==> src/rtl/fc_credit_receiver.sv <==
// Receive-side flow-control credit tracker: InitFC sequence, then UpdateFC requests on buffer release.
// Optional overflow detection is built when FC_OVERFLOW_CHECK_EN is defined.
module fc_credit_receiver #(
  parameter int DATA_WIDTH = 8,
  parameter int FIFO_DEPTH = 16
) (
  input  logic                  clk,
  input  logic                  rst_n,
  input  logic                  tlp_valid,
  input  logic [1:0]            tlp_type,
  input  logic [DATA_WIDTH-1:0] tlp_hdr_credits,
  input  logic [DATA_WIDTH-1:0] tlp_data_credits,
  input  logic                  rel_valid,
  input  logic [1:0]            rel_type,
  input  logic [DATA_WIDTH-1:0] rel_hdr_credits,
  input  logic [DATA_WIDTH-1:0] rel_data_credits,
  output logic                  fc_valid,
  input  logic                  fc_ready,
  output logic                  fc_init,
  output logic [1:0]            fc_type,
  output logic [DATA_WIDTH-1:0] fc_hdr_fc,
  output logic [DATA_WIDTH-1:0] fc_data_fc,
  output logic                  fc_init_done,
  output logic                  fc_error
);

  localparam logic [2:0] INIT_P   = 3'd0;
  localparam logic [2:0] INIT_NP  = 3'd1;
  localparam logic [2:0] INIT_CPL = 3'd2;
  localparam logic [2:0] IDLE     = 3'd3;
  localparam logic [2:0] SEND     = 3'd4;

  localparam logic [DATA_WIDTH-1:0] INIT_CREDITS = DATA_WIDTH'(FIFO_DEPTH);

  logic [2:0]            state;
  logic                  started;
  logic [DATA_WIDTH-1:0] ca_hdr  [3];
  logic [DATA_WIDTH-1:0] ca_data [3];
  logic [DATA_WIDTH-1:0] cr_hdr  [3];
  logic [DATA_WIDTH-1:0] cr_data [3];
  logic [2:0]            pending;
  logic [2:0]            pending_n;
  logic [1:0]            cap_type;
  logic [DATA_WIDTH-1:0] cap_hdr;
  logic [DATA_WIDTH-1:0] cap_data;
  logic                  init_done_r;
  logic                  init_phase;
  logic                  capture;
  logic [1:0]            sel;
  logic [DATA_WIDTH-1:0] init_hdr;
  logic [DATA_WIDTH-1:0] init_data;
  logic [DATA_WIDTH-1:0] sel_hdr;
  logic [DATA_WIDTH-1:0] sel_data;

  // InitFC fields follow the live CA; UpdateFC fields are frozen at capture.
  assign init_phase   = (state == INIT_P) || (state == INIT_NP) || (state == INIT_CPL);
  assign fc_init      = init_phase && started;
  assign fc_valid     = fc_init || (state == SEND);
  assign fc_type      = fc_init ? state[1:0] : cap_type;
  assign fc_hdr_fc    = fc_init ? init_hdr : cap_hdr;
  assign fc_data_fc   = fc_init ? init_data : cap_data;
  assign fc_init_done = init_done_r;
  assign capture      = (state == IDLE) && (|pending);
  assign sel          = pending[0] ? 2'd0 : (pending[1] ? 2'd1 : 2'd2);

  always_comb begin
    init_hdr  = '0;
    init_data = '0;
    sel_hdr   = '0;
    sel_data  = '0;
    pending_n = pending;
    for (int i = 0; i < 3; i++) begin
      if (state[1:0] == 2'(i)) begin
        init_hdr  = ca_hdr[i];
        init_data = ca_data[i];
      end
      if (sel == 2'(i)) begin
        sel_hdr  = ca_hdr[i];
        sel_data = ca_data[i];
      end
      if (capture && sel == 2'(i)) pending_n[i] = 1'b0;
    end
    // A release landing on the capture edge re-arms the flag after the clear.
    for (int i = 0; i < 3; i++) begin
      if (rel_valid && rel_type == 2'(i)) pending_n[i] = 1'b1;
    end
  end

  always_ff @(posedge clk or negedge rst_n) begin
    if (!rst_n) begin
      for (int i = 0; i < 3; i++) begin
        ca_hdr[i]  <= INIT_CREDITS;
        ca_data[i] <= INIT_CREDITS;
        cr_hdr[i]  <= '0;
        cr_data[i] <= '0;
      end
    end else begin
      for (int i = 0; i < 3; i++) begin
        if (rel_valid && rel_type == 2'(i)) begin
          ca_hdr[i]  <= ca_hdr[i] + rel_hdr_credits;
          ca_data[i] <= ca_data[i] + rel_data_credits;
        end
        if (tlp_valid && tlp_type == 2'(i)) begin
          cr_hdr[i]  <= cr_hdr[i] + tlp_hdr_credits;
          cr_data[i] <= cr_data[i] + tlp_data_credits;
        end
      end
    end
  end

  always_ff @(posedge clk or negedge rst_n) begin
    if (!rst_n) begin
      state       <= INIT_P;
      started     <= 1'b0;
      pending     <= '0;
      cap_type    <= 2'd0;
      cap_hdr     <= '0;
      cap_data    <= '0;
      init_done_r <= 1'b0;
    end else begin
      started <= 1'b1;
      pending <= pending_n;
      case (state)
        INIT_P:   if (fc_valid && fc_ready) state <= INIT_NP;
        INIT_NP:  if (fc_valid && fc_ready) state <= INIT_CPL;
        INIT_CPL: begin
          if (fc_valid && fc_ready) begin
            state       <= IDLE;
            init_done_r <= 1'b1;
          end
        end
        IDLE: begin
          if (capture) begin
            state    <= SEND;
            cap_type <= sel;
            cap_hdr  <= sel_hdr;
            cap_data <= sel_data;
          end
        end
        SEND:     if (fc_ready) state <= IDLE;
        default:  state <= INIT_P;
      endcase
    end
  end

`ifdef FC_OVERFLOW_CHECK_EN
  localparam logic [DATA_WIDTH-1:0] HALF = {1'b1, {(DATA_WIDTH-1){1'b0}}};

  function automatic logic over_limit(input logic [DATA_WIDTH-1:0] ca,
                                      input logic [DATA_WIDTH-1:0] cr);
    logic [DATA_WIDTH-1:0] diff;
    diff = ca - cr;
    return diff > HALF;
  endfunction

  logic ovf;
  logic error_r;

  // Compare against CA including any release applied on the same edge.
  always_comb begin
    ovf = 1'b0;
    for (int i = 0; i < 3; i++) begin
      if (tlp_valid && tlp_type == 2'(i)) begin
        if (over_limit(ca_hdr[i] + ((rel_valid && rel_type == 2'(i)) ? rel_hdr_credits : '0),
                       cr_hdr[i] + tlp_hdr_credits))
          ovf = 1'b1;
        if (over_limit(ca_data[i] + ((rel_valid && rel_type == 2'(i)) ? rel_data_credits : '0),
                       cr_data[i] + tlp_data_credits))
          ovf = 1'b1;
      end
    end
  end

  always_ff @(posedge clk or negedge rst_n) begin
    if (!rst_n)   error_r <= 1'b0;
    else if (ovf) error_r <= 1'b1;
  end

  assign fc_error = error_r;
`else
  logic unused_cr;
  assign unused_cr = ^{cr_hdr[0], cr_hdr[1], cr_hdr[2], cr_data[0], cr_data[1], cr_data[2]};
  assign fc_error  = 1'b0;
`endif

endmodule

==> config.mk <==
export PLATFORM = sky130hd
export DESIGN_NAME = fc_credit_receiver
export DESIGN_NICKNAME = d
export VERILOG_FILES = /design/src/rtl/fc_credit_receiver.sv
export SDC_FILE = /design/constraint.sdc
export NUM_CORES = 1
export LEC_CHECK = 0
export ABC_AREA = 1
export CAP_MARGIN = 20
export CORE_MARGIN = 2
export CORE_UTILIZATION = 45
export CTS_BUF_LIST = sky130_fd_sc_hd__clkbuf_8
export DETAILED_ROUTE_END_ITERATION = 7
export GPL_TIMING_DRIVEN = 0
export PLACE_DENSITY = 0.66
export SLEW_MARGIN = 40
export SYNTH_ARGS = -nofsm -noshare
export SYNTH_HDL_FRONTEND = slang
export SYNTH_SLANG_ARGS = --single-unit
==> constraint.sdc <==
create_clock -name clk -period 2.9 [get_ports clk]
set_clock_uncertainty 0.2 [all_clocks]
set_input_delay 0.58 -clock clk [delete_from_list [all_inputs] [get_ports clk]]
set_output_delay 0.58 -clock clk [all_outputs]
set_load 0.005 [all_outputs]
**Yosys cells after proc, flatten, opt, wreduce, memory -nomap -nowiden**

Index checks and enable logic that the tools add are counted.

- Output and inout port bits: 22
- Flip-flop bits (word level): 74
- Logic and storage cells: 88
- Bits of input ports: 41

- Multiplexer cells: 29
- Add/sub/neg operators: 6
- Reductions and logical operators: 23
- Equal/unequal tests: 15

Operators by type and width:

| kind | count |
|---|---|
| $mux 8 | 14 |
| $add 8x8->8 | 6 |
| $mux 3 | 5 |
| $pmux 3 s5 | 1 |
| $logic_and 1x1->1 | 9 |
| $eq 2x1->1 const B | 3 |
| $eq 2x2->1 const B | 3 |
| $eq 3x2->1 const B | 2 |
| $logic_not 2->1 | 3 |
| $mux 1 | 6 |
| $mux 2 | 3 |
| $ne 2x1->1 const B | 3 |
| $reduce_bool 2->1 | 3 |
| $reduce_and 5->1 | 1 |
| $ne 2x2->1 const B | 2 |
| $reduce_and 2->1 | 2 |
| $eq 3x1->1 const B | 1 |
| $eq 3x3->1 const B | 1 |
| $logic_not 3->1 | 1 |
| $logic_or 1x1->1 | 3 |
| $reduce_or 3->1 | 1 |

**Depth between registers and ports, before layout**

- Depth after elaboration: 8
- Depth in mapped cells: 9
- Mapped depth without buffers: 9

**Worst setup path before layout**

No wires, ideal clock.

- Kind: register to output
- From: register state[1]
- To: output fc_data_fc[1]
- Required time: 2.120 ns
- Stages on the path, launching flop included: 8
- Setup slack: 0.948 ns
- Data arrival time: 1.172 ns
- Buffers on the path: 2
- Path through: dfrtp_1 -> buf_6 -> a21oi_1 -> nand2_2 -> inv_2 -> buf_4 -> nand2_1 -> o21ai_0

- Cells in the longest elaborated chain, start to end: 5
- Elaborated cells between the ends (all ways): 13
- Those cells by class: eq/ne (4); mux (4); reduce/logical (5)

RTL lines:

| what | RTL line | source |
|---|---|---|
| start: declaration | 35 | `logic [2:0] state;` |
| start signal: assignment | 113 | `state <= INIT_P;` |
| start signal: assignment | 124 | `INIT_P: if (fc_valid && fc_ready) state <= INIT_NP;` |
| start signal: assignment | 125 | `INIT_NP: if (fc_valid && fc_ready) state <= INIT_CPL;` |
| $eq 3x1->1 / $logic_not 3->1 (equally long branches) | 56 | `assign init_phase = (state == INIT_P) \|\| (state == INIT_NP) \|\| (state == INIT_CPL);` |
| $logic_or 1x1->1 | 56 |  |
| $logic_or 1x1->1 (*) | 56 |  |
| $logic_and 1x1->1 (*) | 57 | `assign fc_init = init_phase && started;` |
| net fc_init | 19 | `output logic fc_init,` |
| $mux 8 (*) | 61 | `assign fc_data_fc = fc_init ? init_data : cap_data;` |
| end: declaration | 22 | `output logic [DATA_WIDTH-1:0] fc_data_fc,` |

Mark *: on every way through the listed nets, which the timed path passes. The rest lies on a longest branch.

**Final worst setup path**

- From: register state[0]
- To: output fc_type[1]

- Cells in the longest elaborated chain, start to end: 5
- Elaborated cells between the ends (all ways): 7
- Those cells by class: eq/ne (2); mux (1); reduce/logical (4)

RTL lines:

| what | RTL line | source |
|---|---|---|
| $eq 3x1->1 / $logic_not 3->1 (equally long branches) | 56 |  |
| $logic_or 1x1->1 | 56 |  |
| $logic_or 1x1->1 (*) | 56 |  |
| $logic_and 1x1->1 (*) | 57 |  |
| $mux 2 (*) | 59 | `assign fc_type = fc_init ? state[1:0] : cap_type;` |
| end: declaration | 20 | `output logic [1:0] fc_type,` |

Mark *: on every way between the ends. The rest lies on a longest branch, timed or not.

==> summary.md <==
| Metric | Value |
|---|---|
| Outcome | `finished clean` |
| Sequential power share | `28.5%` |
| Drt drc | `0` |
| Worst setup path category | `flop to output pin` |
| Hold Crit Class | `flop to flop` |
| Clock share of power | `11.7%` |
| CTS Root Cell | `clkbuf_8` |
| CTS tree | `done` |
| Die Y | `115 um` |
| Sinks on Clock Net | `74` |
| Commonest register cell after synthesis | `dfrtp_1` |
| Max-slew violations | `0` |
| First-pass GRT wire length | `26.8 mm` |
| Worst rel slew slack | `59.5%` |
| Crit share post-route | `98.3%` |
| Initial antenna violation count | `0` |
| CP required | `2.12 ns` |
| Post-Syn Instances | `774` |
| Via-to-Cell Ratio | `5.48` |
| Core ar. | `12,000 sq um` |
| Worst Max-Slew Pin Slew | `0.604 ns` |
| DRT iter0 DRCs | `349` |
| Post-synthesis average cell area | `7.17 sq um` |
| NetSw | `3.36 mW` |
| Net Count, Synth | `863` |
| Max Root-Sink Buffers | `2` |
| Final GP Congestion | `0.904` |
| Max incr delay on CP | `0.52 ns` |
| PortBufs | `42` |
| Routed length per instance | `16.6 um` |
| Critical Path AT | `2.07 ns` |
| Share of layout cells above drive strength 1 | `10.1%` |
| Largest net degree at the start of global routing | `48` |
| Final Hold Viols | `0` |
| Post-synth ARST share | `100%` |
| Mapped Area | `5550 sq um` |
| Crit Path Max Fanout | `10` |
| Internal Dissipation | `3.74 mW` |
| Number of fill cells in the layout | `1,162` |
| Maxcap violations | `0` |
| Total wire length | `16.5 mm` |
| Post-synthesis sequential area ratio | `33.5%` |
| CP Cell Sequence | `a21oi_4 -> nand2_4 -> buf_6 -> o21ai_1 -> clkdlybuf4s50_1` |
| Sw Share | `47.4%` |
| Initial Utilization | `46.2%` |
| Antenna-violating nets left | `0` |
| H-tree levels | `3` |
| Unique cell type count in the Yosys netlist | `34` |
| Detailed placer's ending HPWL | `12.4 mm` |
| Max Freq | `0.351 GHz` |
| Power Dens Cells | `1080 nW/um^2` |
| Leak | `3.42 nW` |
| Final min period | `2.85 ns` |
| Congestion Overflow GR | `0` |
| Clock buffer count from CTS | `9` |
| Worst-Skew Late Latency | `0.37 ns` |
| Post-synth EDFFs | `0` |
| Setup TNS | `0 ns` |
| Comb power frac | `59.8%` |
| Worst setup SP type | `flop` |
| Diode count | `0` |
| Crit path capture type | `output pin` |
| DRT Pass-1 Iters | `5` |
| Vias in the first global route | `5,206` |
| Worst-path clk slew | `0.08 ns` |
| Hold_ws | `0.286 ns` |
| # IOs | `63` |
| Final setup vio count | `0` |
| Post-synthesis register bit count | `74` |
| Via Count | `5,449` |
| Worst vdd ir | `0.537 mV` |
| Gr usage total | `26.5%` |
| Net count, final | `932` |
| Rows | `40` |
| Crit path max-delay cell type | `clkdlybuf4s50_1` |
| Syn. warnings | `0` |
| Die area | `13,200 sq um` |
| Synthesis-to-finish area growth | `18.7%` |
| Die width | `115 um` |
-- through the flow --
stage | instances | setup WS (ns) | util, % | total power [mW] | area (sq um)
floorplan | 774 | 0.948 | - | 4.66 | 5550
CTS | 989 | 0.00229 | 54.2 | 6.95 | 6510
global placement | 963 | -1.81 | 51.2 | 5.86 | 6160
global route | 995 | -0.0302 | 54.9 | 7.74 | 6590
detailed placement | 964 | 0.115 | 51.5 | 5.99 | 6180
finish | 995 | 0.0506 | 54.9 | 7.10 | 6590
-- state kept, by name, summed over array words and instances, names as in the netlist --
signal and cells:
ca_data 24, ca_hdr 24, cap_data 8, state 3, fc_init_done 1, pending 3
cap_hdr 8, cap_type 2, started 1
-- path summary, 6_finish.rpt --
| check | startpoint | end | slack, ns | cells after the start |
|---|---|---|---|---|
| worst max-delay path | state[0]$_DFFE_PN0P_ | fc_type[1] | 0.05 | 5 |
| worst min-delay path | cap_type[1]$_DFFE_PN0P_ | cap_type[1]$_DFFE_PN0P_ | 0.29 | 2 |
| worst max register to register | ca_hdr[0]$_DFFE_PN0P_ | ca_hdr[4]$_DFFE_PN1P_ | 1.07 | 6 |
| worst min register to register | cap_type[1]$_DFFE_PN0P_ | cap_type[1]$_DFFE_PN0P_ | 0.29 | 2 |
| max in group asynchronous | rst_n | ca_data[20]$_DFFE_PN1P_ | 1.46 | 3 |
| min in group asynchronous | rst_n | ca_hdr[13]$_DFFE_PN0P_ | 0.44 | 2 |
-- power by group through the flow --
stage,clock network [mW],registers [mW],logic [mW]
after floorplan,0,1.83,2.83
after global placement,0,1.99,3.87
after detailed placement,0,2.01,3.98
after CTS,0.849,2.00,4.11
after global routing,0.886,2.08,4.78
final,0.831,2.02,4.25
-- critical path, delay by kind of cell, from the launching register on --
kind | cells | cell delay, ns
AOI/OAI and AO/OA | 2 | 0.37
buffers and inverters | 2 | 0.69
DFF | 1 | 0.51
and+or+nand+nor | 1 | 0.12
-- layer usage --
metal  GRT usage [%]  vias to the layer above  part of all wire, %
li1                -                     2676                    -
met1            34.1                     2556                   43
met2            43.8                      177                   47
met3            4.48                       40                  5.5
met4            12.0                        0                  4.1
met5               0                        -                    0
-- cell type report --
cell class / count / area (sq um) / area share, %
Sequential cell: 74 / 1860 / 28.2
Tap cell: 147 / 184 / 2.79
Timing Repair Buffer: 58 / 547 / 8.30
Inverter: 108 / 415 / 6.30
Clock buffer: 14 / 193 / 2.92
Clock inverter: 2 / 8.76 / 0.133
Buffer: 25 / 194 / 2.94
Multi-Input combinational cell: 567 / 3190 / 48.4
-- cell usage after synthesis, types with 9 or more instances --
cell type  instances  area (sq um)
nand2_1          245           920
dfrtp_1           68          1700
o21ai_0           54           270
inv_1            101           379
buf_2              9          45.0
ha_1              42           526
a21oi_1           31           155
nand4_1           12          75.1
o22ai_1           15          93.8
o21ai_1           18          90.1
xnor2_1           10          87.6
nand3_1           67           335
nor2_1            22          82.6
xor2_1            10          87.6
-- placed cells by master, fill, tap and decap left out, types with 3 or more instances in the layout --
| master | Yosys | final |
|---|---|---|
| a21oi_1 | 31 | 30 |
| xor2_1 | 10 | 10 |
| o21ai_1 | 18 | 20 |
| clkbuf_1 | 6 | 6 |
| inv_1 | 101 | 102 |
| o22ai_1 | 15 | 15 |
| dfrtp_1 | 68 | 67 |
| buf_6 | 6 | 10 |
| buf_4 | 4 | 17 |
| dlygate4sd2_1 | 0 | 10 |
| fa_1 | 6 | 6 |
| nand3b_1 | 6 | 6 |
| dfstp_2 | 6 | 6 |
| ha_1 | 42 | 42 |
| o21ai_2 | 0 | 5 |
| nor2_4 | 2 | 3 |
| a22oi_1 | 6 | 6 |
| nor2_1 | 22 | 21 |
| clkbuf_8 | 0 | 14 |
| o21ai_0 | 54 | 47 |
| nand2_1 | 245 | 245 |
| xnor2_1 | 10 | 10 |
| nand4_1 | 12 | 12 |
| nand3_1 | 67 | 67 |
| o221ai_2 | 0 | 4 |
| inv_4 | 2 | 4 |
| a31oi_1 | 4 | 4 |
| buf_2 | 9 | 5 |
| clkdlybuf4s50_1 | 0 | 27 |
-- timing repair --
action | CTS | global route
hold buffers | 1 | 0
buffers inserted | 8 | 6
endpoints found under the setup margin | 19 | 12
gates resized for setup | 32 | 20
cloned | 0 | 0
hold endpoints to repair | 24 | 0
pin swaps | 1 | 3
-- logic make-up after synthesis --
| logic type | synth area share (%) |
|---|---|
| and+or+nand+nor | 27.5 |
| AOI/OAI and AO/OA | 13.7 |
| DFF | 33.5 |
| xor gates and xnor gates | 3.16 |
| buffers and inverters | 10.4 |
| adders and majority gates | 11.6 |
| other | 0.135 |
Note: power is estimated with default switching activity, not from simulation.
